## config.mk

```make
export PLATFORM = sky130hd
export DESIGN_NAME = ray_scheduler_flat
export DESIGN_NICKNAME = d
export VERILOG_FILES = /design/src/rtl/raycaster_pkg.sv /design/src/rtl/ray_scheduler_if.sv /design/src/rtl/inflight_counter.sv /design/src/rtl/ray_scheduler.sv /design/src/flat_wrapper.sv
export SDC_FILE = /design/constraint.sdc
export NUM_CORES = 1
export LEC_CHECK = 0
export CORE_ASPECT_RATIO = 0.75
export CORE_UTILIZATION = 46
export CTS_CLUSTER_SIZE = 28
export DETAILED_ROUTE_END_ITERATION = 16
export GPL_ROUTABILITY_DRIVEN = 0
export GPL_TIMING_DRIVEN = 0
export HOLD_SLACK_MARGIN = 0.12
export PLACE_DENSITY = 0.86
export SYNTH_ARGS = -nofsm -noshare
export SYNTH_HDL_FRONTEND = slang
export SYNTH_HIERARCHICAL = 1
export SYNTH_SLANG_ARGS = --single-unit
```

## constraint.sdc

```tcl
create_clock -name pixel_clk_in -period 3.5 [get_ports pixel_clk_in]
set_input_delay 0.7 -clock pixel_clk_in [delete_from_list [all_inputs] [get_ports pixel_clk_in]]
set_output_delay 0.7 -clock pixel_clk_in [all_outputs]
set_load 0.005 [all_outputs]
```

## src/rtl/raycaster_pkg.sv

```systemverilog
// Shared raycaster types: camera pose, screen geometry and the frame scheduler states.
package raycaster_pkg;

    localparam int SCREEN_WIDTH  = 320;
    localparam int SCREEN_HEIGHT = 240;

    // Q8.8 fixed point; pos_x occupies the most significant 16 bits.
    typedef struct packed {
        logic signed [15:0] pos_x;
        logic signed [15:0] pos_y;
        logic signed [15:0] dir_x;
        logic signed [15:0] dir_y;
        logic signed [15:0] plane_x;
        logic signed [15:0] plane_y;
    } pose_t;

    typedef enum logic [2:0] {
        IDLE,
        LATCH,
        ISSUE,
        DRAIN,
        DONE
    } sched_state_t;

endpackage

```

## src/rtl/ray_scheduler_if.sv

```systemverilog
// Ray request channel between the frame scheduler and ray_calculations.
interface ray_scheduler_if #(
    parameter int HCOUNT_W = 9
);
    import raycaster_pkg::*;

    logic                ray_valid_out;
    logic                ray_ready_in;
    logic [HCOUNT_W-1:0] hcount_out;
    pose_t               pose_out;

    modport master (
        output ray_valid_out,
        output hcount_out,
        output pose_out,
        input  ray_ready_in
    );

    modport slave (
        input  ray_valid_out,
        input  hcount_out,
        input  pose_out,
        output ray_ready_in
    );

endinterface

```

## src/rtl/inflight_counter.sv

```systemverilog
// Credit counter for rays in flight: issue counts up, completion counts down.
module inflight_counter #(
    parameter int MAX_INFLIGHT = 16
) (
    input  logic                               clk,
    input  logic                               rst_n,
    input  logic                               up,
    input  logic                               down,
    output logic [$clog2(MAX_INFLIGHT+1)-1:0]  count,
    output logic                               will_be_full,
    output logic                               underflow
);
    localparam int CW = $clog2(MAX_INFLIGHT + 1);

    logic [CW-1:0] count_next;

    // Simultaneous up and down cancel; a lone down at zero is flagged, not wrapped.
    always_comb begin
        count_next = count;
        underflow  = 1'b0;
        if (up && !down) begin
            if (count != CW'(MAX_INFLIGHT))
                count_next = count + 1'b1;
        end else if (down && !up) begin
            if (count == '0)
                underflow = 1'b1;
            else
                count_next = count - 1'b1;
        end
    end

    assign will_be_full = (count_next == CW'(MAX_INFLIGHT));

    always_ff @(posedge clk or negedge rst_n) begin
        if (!rst_n)
            count <= '0;
        else
            count <= count_next;
    end

endmodule

```

## src/rtl/ray_scheduler.sv

```systemverilog
// Frame sequencer: latches pose on new frame, issues one ray per column under a
// credit limit, and pulses frame_done_out once every column has completed.
module ray_scheduler #(
    parameter int SCREEN_WIDTH = raycaster_pkg::SCREEN_WIDTH,
    parameter int HCOUNT_W     = 9,
    parameter int MAX_INFLIGHT = 16
) (
    input  logic                               pixel_clk_in,
    input  logic                               rst_in,
    input  logic                               enable_in,
    input  logic                               new_frame_in,
    input  raycaster_pkg::pose_t               pose_in,
    ray_scheduler_if.master                    ray,
    input  logic                               col_done_in,
    output logic                               busy_out,
    output logic                               frame_done_out,
    output logic [$clog2(MAX_INFLIGHT+1)-1:0]  inflight_out,
    output logic [7:0]                         skip_count_out,
    output logic                               err_out
);
    import raycaster_pkg::*;

    localparam logic [HCOUNT_W-1:0] LAST_COL = HCOUNT_W'(SCREEN_WIDTH - 1);

    sched_state_t state;
    logic         handshake;
    logic         will_be_full;
    logic         underflow;

    assign handshake = ray.ray_valid_out && ray.ray_ready_in;

    inflight_counter #(
        .MAX_INFLIGHT(MAX_INFLIGHT)
    ) u_credits (
        .clk          (pixel_clk_in),
        .rst_n        (rst_in),
        .up           (handshake),
        .down         (col_done_in),
        .count        (inflight_out),
        .will_be_full (will_be_full),
        .underflow    (underflow)
    );

    // Valid is registered from the look-ahead credit count; since credits only
    // grow back while waiting, a raised valid can never drop before its handshake.
    always_ff @(posedge pixel_clk_in or negedge rst_in) begin
        if (!rst_in) begin
            state             <= IDLE;
            ray.ray_valid_out <= 1'b0;
            ray.hcount_out    <= '0;
            ray.pose_out      <= '0;
            busy_out          <= 1'b0;
            frame_done_out    <= 1'b0;
            skip_count_out    <= '0;
            err_out           <= 1'b0;
        end else begin
            frame_done_out <= 1'b0;
            if (underflow)
                err_out <= 1'b1;
            if (new_frame_in && state != IDLE && skip_count_out != 8'hFF)
                skip_count_out <= skip_count_out + 1'b1;

            case (state)
                IDLE: begin
                    if (new_frame_in && enable_in) begin
                        state    <= LATCH;
                        busy_out <= 1'b1;
                    end
                end
                LATCH: begin
                    ray.pose_out      <= pose_in;
                    ray.hcount_out    <= '0;
                    ray.ray_valid_out <= !will_be_full;
                    state             <= ISSUE;
                end
                ISSUE: begin
                    if (handshake && ray.hcount_out == LAST_COL) begin
                        ray.ray_valid_out <= 1'b0;
                        state             <= DRAIN;
                    end else begin
                        if (handshake)
                            ray.hcount_out <= ray.hcount_out + 1'b1;
                        ray.ray_valid_out <= !will_be_full;
                    end
                end
                DRAIN: begin
                    if (inflight_out == '0) begin
                        frame_done_out <= 1'b1;
                        state          <= DONE;
                    end
                end
                DONE: begin
                    busy_out <= 1'b0;
                    state    <= IDLE;
                end
                default: begin
                    ray.ray_valid_out <= 1'b0;
                    busy_out          <= 1'b0;
                    state             <= IDLE;
                end
            endcase
        end
    end

endmodule

```

## src/flat_wrapper.sv

```systemverilog
// flat-port wrapper written by rule: the top's interface ports become plain ports
module ray_scheduler_flat import raycaster_pkg::*;
#(
    parameter int SCREEN_WIDTH = raycaster_pkg::SCREEN_WIDTH,
    parameter int HCOUNT_W     = 9,
    parameter int MAX_INFLIGHT = 16
)
  (pixel_clk_in, rst_in, enable_in, new_frame_in, pose_in, col_done_in, busy_out, frame_done_out, inflight_out, skip_count_out, err_out, ray_ray_valid_out, ray_hcount_out, ray_pose_out, ray_ray_ready_in);
  ray_scheduler_if #(.HCOUNT_W(HCOUNT_W)) ray_i ();
  input  logic pixel_clk_in;
  input  logic rst_in;
  input  logic enable_in;
  input  logic new_frame_in;
  input  raycaster_pkg::pose_t pose_in;
  input  logic col_done_in;
  output logic busy_out;
  output logic frame_done_out;
  output logic [$clog2(MAX_INFLIGHT+1)-1:0] inflight_out;
  output logic [7:0] skip_count_out;
  output logic err_out;
  output wire logic [$bits(ray_i.ray_valid_out)-1:0] ray_ray_valid_out;
  output wire logic [$bits(ray_i.hcount_out)-1:0] ray_hcount_out;
  output wire logic [$bits(ray_i.pose_out)-1:0] ray_pose_out;
  input wire logic [$bits(ray_i.ray_ready_in)-1:0] ray_ray_ready_in;
  assign ray_ray_valid_out = ray_i.ray_valid_out;
  assign ray_hcount_out = ray_i.hcount_out;
  assign ray_pose_out = ray_i.pose_out;
  assign ray_i.ray_ready_in = ray_ray_ready_in;
  ray_scheduler #(.SCREEN_WIDTH(SCREEN_WIDTH), .HCOUNT_W(HCOUNT_W), .MAX_INFLIGHT(MAX_INFLIGHT)) u_core (.pixel_clk_in(pixel_clk_in), .rst_in(rst_in), .enable_in(enable_in), .new_frame_in(new_frame_in), .pose_in(pose_in), .ray(ray_i), .col_done_in(col_done_in), .busy_out(busy_out), .frame_done_out(frame_done_out), .inflight_out(inflight_out), .skip_count_out(skip_count_out), .err_out(err_out));
endmodule
```

==> metrics.csv, run 1 <==
metric,value,unit
status,"complete, no violations",
final setup fails,0,
clk_lat worst skew,0.41,ns
area grow syn2layout,57.7,%
final hold violation count,0,
Mapped Cells,576,
"Max FO, Critical Path",10,
Max Root-Sink Buffers,2,
Place WS,0.388,ns
initial DRC count,200,
Peak supply drop,0.442,mV
number of synthesized flops with an enable pin,0,
Post-CTS Setup Inserts,0,
TritonCTS buffer count,17,
Core ar.,0.0111,sq mm
wire length per cell,15.6,microns
Mean Syn Cell Area,9.24,sq um
initial core utilization,0.479,
synthesis-stage register bit count,125,
hold buffer count at CTS,0,
Storage cell area,0.00313,sq mm
post-CTS sizing,0,
R2R depth,11,
Cell Rows,33,
vias per inst,5.05,
HPWL Detailed,10.8,mm
Pins Over Slew Limit,0,
min cycle time layout,2.72,ns
multi-input logic area,0.00202,sq mm
First-pass DRT Iterations,5,
Clock Sinks,125,
Final WS setup,0.777,ns
CP required,3.79,ns
top-area cell type share of the netlist area,0.588,
nets,924,
Mapped Area,0.00532,sq mm
Final Hold Slack,0.298,ns
P_leak,3.94,nW
ANT cells,0,
reg2reg start,u_core/ray.ray_valid_out,
RSZ-0062 raised after global routing,false,
vias in the first global route,4927,
Post-DRT Antenna Nets,0,
vias,4906,
Ys Warns,6,
Fin Clk Skew,0.0125,ns
Hold WC Path Type,in -> async,
RR Endpoint,u_core/ray.ray_valid_out,
Ports,224,
fin crit share,0.778,
register area share after synthesis,0.588,
largest cells by area after synthesis,"dfrtp_1 59%, nand2_1 21%, xor2_1 1.2%",
CP Launch Type,input pin,
Max Fclk,367,MHz
global-route wire length before repair,23.7,mm
ys flop type,dfrtp_1,
IO Port Bufs,222,
Final Util,0.756,
arrival time worst endpoint,3.01,ns
cell taking the most area after synthesis,dfrtp_1,
initial antenna violation count,0,
Die H,95.1,microns
layout cells sized above 1,0.0818,
syn nets,682,
"Reg clk slew, reported paths",0.06,ns
relative max-transition margin,0.564,
final wirelength,15.2,mm
largest net degree at the start of global routing,72,
Die ar.,0.0120,sq mm
CTS tree,yes,
R2R Setup Slk,1.05,ns
placed cell areas,0.00775,sq mm
slew at the pin closest to its max-slew limit,0.654,ns
ys async rst share,1.00,
DRC,0,
final instance area,0.00839,sq mm
library cells used by synthesis,59,
Max-cap violations,0,
CP Capture Type,flip-flop,
PD cells,541,mW/mm^2
CTS Root Cell,clkbuf_16,
Die Wd,126,microns
total track usage,0.257,
H-tree depth,4,
classification of the worst setup path,in -> reg,
fillers,735,
GRT overflow,0,
==> layout by cell type, fill, tap and decap left out, drive strengths merged, types with 3 or more instances in the layout <==
cell	netlist	layout
a21o	3	3
a21oi	8	8
buf	18	20
bufinv	0	4
clkbuf	11	33
clkdlybuf4s50	0	221
clkinv	0	5
dfrtp	125	125
ha	4	4
inv	7	7
mux2i	3	3
nand2	299	299
nand2b	4	4
nand3	12	12
nand4	4	4
nor2	10	10
nor3	7	7
nor3b	3	3
nor4	3	3
o211ai	5	5
o21ai	6	6
or4	5	5
xnor2	4	4
xor2	7	7
==> cell usage after synthesis, drive strengths merged (5+ instances only) <==
master,number
xor2,7
inv,7
nor2,10
a21oi,8
buf,18
nand2,299
or4,5
nand3,12
o211ai,5
clkbuf,11
nor3,7
dfrtp,125
o21ai,6
==> registers in the layout (all words and copies together), names as in the netlist <==
signal                    flops
u_core/frame_done_out         1
u_core/err_out                1
u_core/ray.hcount_out         9
u_core/state                  3
u_core/skip_count_out         8
u_core/busy_out               1
u_core/ray.pose_out          96
u_core/u_credits/count        5
u_core/ray.ray_valid_out      1
==> layer usage <==
metal / part of all wire / global-route usage
met1: 0.41 / 0.292
met2: 0.49 / 0.449
met5: 0 / 0
met4: 0.020 / 0.109
met3: 0.080 / 0.0859
==> where the power goes <==
part	leakage (nW)	total (mW)	switching, mW	internal, mW
Clock	0.316	1.89	0.624	1.27
Combinational	2.15	0.860	0.339	0.520
Sequential	1.48	1.79	0.189	1.60
Total	3.94	4.54	1.15	3.38
==> kinds of logic (layout without fill, tap and decap cells) <==
logic type,count (synthesis),count (layout),synth area share
AOI/OAI and AO/OA,37,37,0.0527
xor gates and xnor gates,11,11,0.0181
adders and majority gates,4,4,0.00941
buffers and inverters,36,291,0.0324
DFF,125,125,0.588
muxes,5,5,0.00988
and+or+nand+nor,358,358,0.290
==> metrics by stage <==
stage	std cells	total power, mW	setup TNS, ns
global placement	938	2.61	-358.45
finish	971	4.54	0
CTS	971	4.56	0
floorplan	576	2.10	0
detailed placement	939	2.66	0
global route	971	4.73	0
==> how the worst max path moves through the flow <==
stage / startpoint / to / slack (ns)
floorplan: ray_ray_ready_in / u_core/ray.ray_valid_out / 1.01
global placement: rst_in / u_core/ray.pose_out[66] / -2.87
detailed placement: ray_ray_ready_in / u_core/ray.ray_valid_out / 0.39
CTS: ray_ray_ready_in / u_core/ray.ray_valid_out / 0.81
global route: ray_ray_ready_in / u_core/ray.ray_valid_out / 0.63
finish: ray_ray_ready_in / u_core/ray.ray_valid_out / 0.78
==> layout make-up <==
cell class                      count  area share
Inverter                            7     0.00313
Clock inverter                     10      0.0191
Multi-Input combinational cell    415       0.241
Clock buffer                       22      0.0577
Buffer                             29      0.0174
Tap cell                          140      0.0209
Sequential cell                   125       0.373
Timing Repair Buffer              223       0.268
==> worst max-delay path: stages <==
cell             delay [ns]
clkdlybuf4s50_1        0.43
and2_1                 0.21
buf_6                  0.16
nand2b_4               0.14
or4_4                  0.42
nand3_2                0.09
o21ai_2                0.07
nor4_2                 0.36
inv_1                  0.07
a21oi_1                0.15
a2bb2oi_1              0.16
a21oi_1                0.05
Power figures use the tool's default switching activity.
==> run 2: changes to the inputs <==
- CORE_UTILIZATION: 46 -> 43
- PLACE_DENSITY: 0.86 -> 0.81
- clock period: 3.5 -> 2.7 ns (I/O delays scaled with it)
==> run 2 against run 1 <==
Against the previous run:
- global-route usage fell by 1.1 points
- power rose by 30%
- sequential share of layout area fell by 0.22 points
- cell count is 2.4% higher
- hold slack gained 0.18 ns
- clock-buffer cell count down 3
- via count shrank 0.29%
- register-to-register slack lost 0.88 ns
- critical path depth unchanged
- core utilization fell by 4.2 points
- setup slack worse by 0.71 ns
- combinational power rose by 29%
- critical path type unchanged
- largest cell class unchanged
- largest power group unchanged
==> metrics.csv, run 2 (synthesis gave the netlist of run 1 again) <==
metric,value,unit,change
Fin Clk Skew,0.0133,ns,was 0.0125 ns
largest reg by FF count,u_core/ray.pose_out,,unchanged
TritonCTS buffer count,17,,unchanged
Place WS,-0.370,ns,was 0.388 ns
Internal,4.39,mW,was 3.38 mW
met2 usage,0.435,,was 0.449
final setup fails,0,,unchanged
placed cell areas,0.00777,sq mm,was 0.00775 sq mm
"Reg clk slew, reported paths",0.06,ns,about the same
final hold violation count,0,,unchanged
initial DRC count,215,,was 200
vias,4892,,was 4906
busiest layer in global routing,met2,,unchanged
Worst Hold Endpoint,u_core/ray.pose_out[7],,
min cycle time layout,2.63,ns,
Gate power share,0.188,,was 0.189
Hold WC Path Type,reg -> reg,,was in -> async
wire length per cell,15.5,microns,was 15.6 microns
R2R Setup Slk,0.17,ns,was 1.05 ns
HP Start,u_core/ray.pose_out[7],,
PD cells,699,mW/mm^2,was 541 mW/mm^2
final wirelength,15.4,mm,was 15.2 mm
CP required,2.99,ns,was 3.79 ns
initial core utilization,0.450,,was 0.479
CTS tree,yes,,unchanged
global-route wire length before repair,24.3,mm,was 23.7 mm
Die Wd,130,microns,was 126 microns
CP Launch Type,input pin,,unchanged
Cell Rows,34,,was 33
CTS Root Cell,clkbuf_16,,unchanged
DRC,0,,unchanged
clk_lat worst skew,0.40,ns,was 0.41 ns
Flop pwr share,0.392,,was 0.394
Crit path largest cell delay,0.43,ns,about the same
Max-cap violations,0,,unchanged
vias in the first global route,4917,,was 4927
reg2reg start,u_core/ray.ray_valid_out,,unchanged
Final Util,0.714,,was 0.756
vias per inst,4.92,,was 5.05
Hold Path Stages,2,,
Core ar.,0.0118,sq mm,was 0.0111 sq mm
most frequent CP cell,a21oi_1,,unchanged
First-pass DRT Iterations,6,,was 5
"Max FO, Critical Path",10,,unchanged
final instance area,0.00844,sq mm,was 0.00839 sq mm
most frequent cells in the layout,"298 x nand2_1, 221 x clkdlybuf4s50_1, 125 x dfrtp_1",,unchanged
largest net degree at the start of global routing,81,,was 72
Die H,98.3,microns,was 95.1 microns
top flop regs,"u_core/ray.pose_out: 96 flops, u_core/ray.hcount_out: 9 flops, u_core/skip_count_out: 8 flops",,unchanged
relative max-transition margin,0.632,,was 0.564
Max Fclk,380,MHz,
max reg flops,96,,unchanged
sw frac,0.256,,was 0.254
total track usage,0.246,,was 0.257
clock share of power,0.420,,was 0.417
HPWL Detailed,11.3,mm,was 10.8 mm
sw power,1.51,mW,was 1.15 mW
Die ar.,0.0128,sq mm,was 0.0120 sq mm
P_leak,3.94,nW,about the same
CP Capture Type,flip-flop,,unchanged
layout cells sized above 1,0.0805,,was 0.0818
initial antenna violation count,0,,unchanged
fin crit share,0.976,,
CP max stage cell,clkdlybuf4s50_1,,unchanged
RR Endpoint,u_core/ray.ray_valid_out,,unchanged
Final WS setup,0.0657,ns,was 0.777 ns
GRT overflow,0,,unchanged
ANT cells,0,,unchanged
nets,925,,was 924
slew at the pin closest to its max-slew limit,0.548,ns,was 0.654 ns
R2R depth,11,,unchanged
Ports,224,,unchanged
arrival time worst endpoint,2.92,ns,was 3.01 ns
met1 usage,0.285,,was 0.292
Peak supply drop,0.501,mV,was 0.442 mV
H-tree depth,4,,unchanged
Pins Over Slew Limit,0,,unchanged
met3 Usage GRT,0.0751,,was 0.0859
status,"complete, no violations",,unchanged
IO Port Bufs,222,,unchanged
Post-DRT Antenna Nets,0,,unchanged
area grow syn2layout,58.6,%,was 57.7%
classification of the worst setup path,in -> reg,,unchanged
Max Root-Sink Buffers,2,,unchanged
"most common cell after layout, fill and taps aside",nand2_1,,unchanged
Clock Sinks,125,,unchanged
CP cell instances,clkdlybuf4s50_1 > and2_1 > buf_6 > nand2b_4 > or4_4 > nand3_2 > o21ai_2 > nor4_4 > inv_1 > a21oi_1 > a2bb2oi_1 > a21oi_1,,was clkdlybuf4s50_1 > and2_1 > buf_6 > nand2b_4 > or4_4 > nand3_2 > o21ai_2 > nor4_2 > inv_1 > a21oi_1 > a2bb2oi_1 > a21oi_1
run 2: cell count changes in the layout (fill, tap and decap cells not counted), sizes merged:
cell and change:
dlygate4sd3 +1, clkinvlp +1, bufinv +1, clkbuf -3
inv +1
run 2: worst max-delay path by stage:
stage	start	end	slack [ns]	cells after the start
final	ray_ray_ready_in	u_core/ray.ray_valid_out	0.07	12
after global routing	ray_ray_ready_in	u_core/ray.ray_valid_out	-0.02	12
after CTS	ray_ray_ready_in	u_core/ray.ray_valid_out	0.06	12
after detailed placement	ray_ray_ready_in	u_core/ray.ray_valid_out	-0.37	12
after global placement	rst_in	u_core/ray.pose_out[65]	-3.70	1
after floorplan	ray_ray_ready_in	u_core/ray.ray_valid_out	0.37	11
run 2: worst max-delay path, delay by kind of cell:
kind / cells / cell delay (ns)
AND/OR/NAND/NOR: 5 / 1.20
buffers and inverters: 3 / 0.66
AO/OA/AOI/OAI: 4 / 0.52
run 2: timing repair:
action,in CTS,in global routing
endpoints found under the setup margin,0,1
resized for setup,0,1
buffers inserted,0,0
hold buffers,1,0
hold endpoints to repair,45,0
run 2: metal layers:
| layer | up-vias | routed length [microns] |
|---|---|---|
| met1 | 2349 | 6140 |
| met3 | 14 | 1290 |
| met4 | 0 | 159 |
| met2 | 192 | 7850 |
| met5 | - | 0 |
| li1 | 2337 | - |
run 2: per-stage QoR:
stage                     total power [mW]  TNS, ns  instances  hold slack [ns]
after detailed placement              3.44   -0.370        961            0.462
after global routing                  6.16  -0.0245        994            0.494
final                                 5.90        0        994            0.476
after CTS                             5.95        0        994            0.477
after global placement                3.38  -462.02        960            0.456
after floorplan                       2.72        0        576            0.244
run 2: cell type report:
cell class,instances,area [sq um]
buffer,29,146
clock buffer,19,433
sequential,125,3130
clock inverter,13,214
multi-input combinational,415,2030
timing repair buffer,224,2260
inverter,7,26.3
tap,162,203
fill,892,3390
run 2: power by group through the flow:
| stage | Clock (mW) | Sequential (mW) | Combinational [mW] |
|---|---|---|---|
| after floorplan | 0 | 2.31 | 0.409 |
| after global placement | 0 | 2.33 | 1.06 |
| after detailed placement | 0 | 2.34 | 1.10 |
| after CTS | 2.53 | 2.31 | 1.10 |
| after global routing | 2.61 | 2.34 | 1.21 |
| final | 2.48 | 2.31 | 1.11 |
==> run 3: changes to the inputs <==
- CORE_ASPECT_RATIO: 0.75 -> default
- CTS_CLUSTER_DIAMETER: default -> 150
==> run 3 against run 2 <==
Against the previous run:
- clock-buffer cell count increased by 7
- sequential share of layout area about the same
- register-to-register slack improved by 0.07 ns
- sequential power about the same
- wire length decreased by 2.1%
- design area unchanged
- die area about the same
- via count decreased by 0.18%
- power decreased by 1.5%
- first-iteration DRC count increased by 18%
- core utilization decreased by 1.4 points
- setup slack improved by 0.16 ns
==> metrics.csv, run 3 (synthesis gave the netlist of run 1 again) <==
metric,value,unit,change
status,"complete, no violations",,unchanged
Crit path largest cell delay,0.49,ns,was 0.43 ns
Critical Path End,u_core/ray.ray_valid_out,,unchanged
top flop regs,"u_core/ray.pose_out: 96 flops, u_core/ray.hcount_out: 9 flops, u_core/skip_count_out: 8 flops",,unchanged
arrival time worst endpoint,2.76,ns,was 2.92 ns
Hold WC Path Type,reg -> reg,,unchanged
final hold violation count,0,,unchanged
H-tree depth,4,,unchanged
final setup fails,0,,unchanged
RR Endpoint,u_core/ray.ray_valid_out,,unchanged
Peak supply drop,0.408,mV,was 0.501 mV
max reg flops,96,,unchanged
Fin Clk Skew,0.00674,ns,was 0.0133 ns
CP max stage cell,clkdlybuf4s50_1,,unchanged
CP required,2.99,ns,about the same
CP Launch Type,input pin,,unchanged
largest reg by FF count,u_core/ray.pose_out,,unchanged
"CP delay by family, top",compound AO/OA/AOI/OAI gates,,was simple AND/OR/NAND/NOR gates
Max Root-Sink Buffers,2,,unchanged
relative max-transition margin,0.605,,was 0.632
largest net degree at the start of global routing,65,,was 81
crit path buf inv count,3,,unchanged
final instance area,0.00844,sq mm,unchanged
nets,926,,was 925
total track usage,0.240,,was 0.246
Final Hold Slack,0.473,ns,was 0.476 ns
clk_lat worst skew,0.41,ns,was 0.40 ns
clock share of power,0.405,,was 0.420
global-route wire length before repair,23.7,mm,was 24.3 mm
"Reg clk slew, reported paths",0.05,ns,was 0.06 ns
final wirelength,15.1,mm,was 15.4 mm
Ports,224,,unchanged
reg2reg start,u_core/u_credits/count[0],,was u_core/ray.ray_valid_out
initial DRC count,254,,was 215
Pins Over Slew Limit,0,,unchanged
P_leak,3.95,nW,was 3.94 nW
Core ar.,0.0121,sq mm,was 0.0118 sq mm
initial core utilization,0.441,,was 0.450
CP cell instances,clkdlybuf4s50_1 > and2_4 > buf_6 > nand4_1 > a221oi_2 > nand2b_1 > nor4_2 > inv_1 > a21oi_1 > a2bb2oi_1 > a21oi_1,,was clkdlybuf4s50_1 > and2_1 > buf_6 > nand2b_4 > or4_4 > nand3_2 > o21ai_2 > nor4_4 > inv_1 > a21oi_1 > a2bb2oi_1 > a21oi_1
classification of the worst setup path,in -> reg,,unchanged
layout cells sized above 1,0.0865,,was 0.0805
placed cell areas,0.00778,sq mm,was 0.00777 sq mm
Place WS,-0.283,ns,was -0.370 ns
HPWL Detailed,10.8,mm,was 11.3 mm
vias per inst,4.88,,was 4.92
"most common cell after layout, fill and taps aside",nand2_1,,unchanged
sw frac,0.255,,was 0.256
Die ar.,0.0128,sq mm,about the same
PD cells,688,mW/mm^2,was 699 mW/mm^2
Die Wd,113,microns,was 130 microns
ANT cells,0,,unchanged
Clock Sinks,125,,unchanged
fin crit share,0.916,,was 0.976
IO Port Bufs,222,,unchanged
CTS Root Cell,clkbuf_16,,unchanged
most frequent CP cell,a21oi_1,,unchanged
initial antenna violation count,0,,unchanged
sw power,1.48,mW,was 1.51 mW
slew at the pin closest to its max-slew limit,0.593,ns,was 0.548 ns
Final WS setup,0.226,ns,was 0.0657 ns
RSZ-0062 raised after global routing,false,,
area grow syn2layout,58.6,%,unchanged
vias in the first global route,4868,,was 4917
CP Capture Type,flip-flop,,unchanged
Gate power share,0.195,,was 0.188
"Max FO, Critical Path",10,,unchanged
CTS tree,yes,,unchanged
GRT overflow,0,,unchanged
Flop pwr share,0.399,,was 0.392
R2R Setup Slk,0.24,ns,was 0.17 ns
critical path depth,11,,was 12
DRC,0,,unchanged
TritonCTS buffer count,17,,unchanged
fillers,890,,was 892
R2R depth,11,,unchanged
Max Fclk,404,MHz,was 380 MHz
Die H,113,microns,was 98.3 microns
most frequent cells in the layout,"298 x nand2_1, 221 x clkdlybuf4s50_1, 124 x dfrtp_1",,"was 298 x nand2_1, 221 x clkdlybuf4s50_1, 125 x dfrtp_1"
First-pass DRT Iterations,5,,was 6
worst setup path startpoint,ray_ray_ready_in,,unchanged
vias,4883,,was 4892
Post-DRT Antenna Nets,0,,unchanged
Internal,4.33,mW,was 4.39 mW
Cell Rows,40,,was 34
Max-cap violations,0,,unchanged
min cycle time layout,2.47,ns,was 2.63 ns
wire length per cell,15.1,microns,was 15.5 microns
## run 3: cell type report
| cell class | count | area, sq um | share of cell area |
|---|---|---|---|
| flip-flops and latches | 125 | 3130 | 0.371 |
| multi-input cells | 415 | 2040 | 0.241 |
| inverters | 7 | 26.3 | 0.00311 |
| plain buffers | 29 | 146 | 0.0173 |
| well taps | 168 | 210 | 0.0249 |
| clock inverters | 5 | 75.1 | 0.00889 |
| clock buffers | 26 | 549 | 0.0651 |
| repair buffers | 225 | 2270 | 0.269 |
## run 3: per-stage QoR
step / power [mW] / utilization / cells / setup TNS (ns)
floorplan: 2.72 / - / 576 / 0
global placement: 3.39 / 0.643 / 966 / -454.10
detailed placement: 3.45 / 0.645 / 967 / -0.283
CTS: 5.84 / 0.698 / 999 / 0
global route: 6.07 / 0.700 / 1000 / 0
finish: 5.81 / 0.700 / 1000 / 0
## run 3: how the worst min path moves through the flow
| stage | start | end | slack [ns] | cells past startpoint |
|---|---|---|---|---|
| after global placement | u_core/err_out | u_core/err_out | 0.45 | 1 |
| after floorplan | rst_in | u_core/busy_out | 0.24 | 0 |
| after CTS | u_core/ray.pose_out[89] | u_core/ray.pose_out[89] | 0.48 | 2 |
| after detailed placement | u_core/ray.pose_out[84] | u_core/ray.pose_out[84] | 0.46 | 2 |
| after global routing | u_core/ray.pose_out[89] | u_core/ray.pose_out[89] | 0.50 | 2 |
| final | u_core/ray.pose_out[90] | u_core/ray.pose_out[90] | 0.47 | 2 |
## run 3: timing repair
item,in CTS,in global routing
setup endpoints to repair,0,1
hold buffers,1,0
resized for setup,0,4
endpoints found under the hold margin,2,0
buffers inserted,0,1
## run 3: per-layer routing
metal / GRT usage / up-vias / routed length [microns]
met4: 0.0921 / 0 / 289
met1: 0.267 / 2335 / 6080
met2: 0.413 / 176 / 7680
met3: 0.0927 / 27 / 1060
met5: 0 / - / 0
li1: - / 2345 / -
## run 3: power groups by stage
stage          sequential [mW]  combinational [mW]  clock [mW]
2_1_floorplan             2.31               0.409           0
3_3_place_gp              2.32                1.06           0
3_5_place_dp              2.34                1.11           0
4_1_cts                   2.31                1.13        2.40
5_1_grt                   2.35                1.23        2.49
6_report                  2.32                1.14        2.35
## run 3: worst min-delay path: stages (launching register included)
cell	delay, ns
dfrtp_1	0.34
nand2_1	0.05
nand2_1	0.06
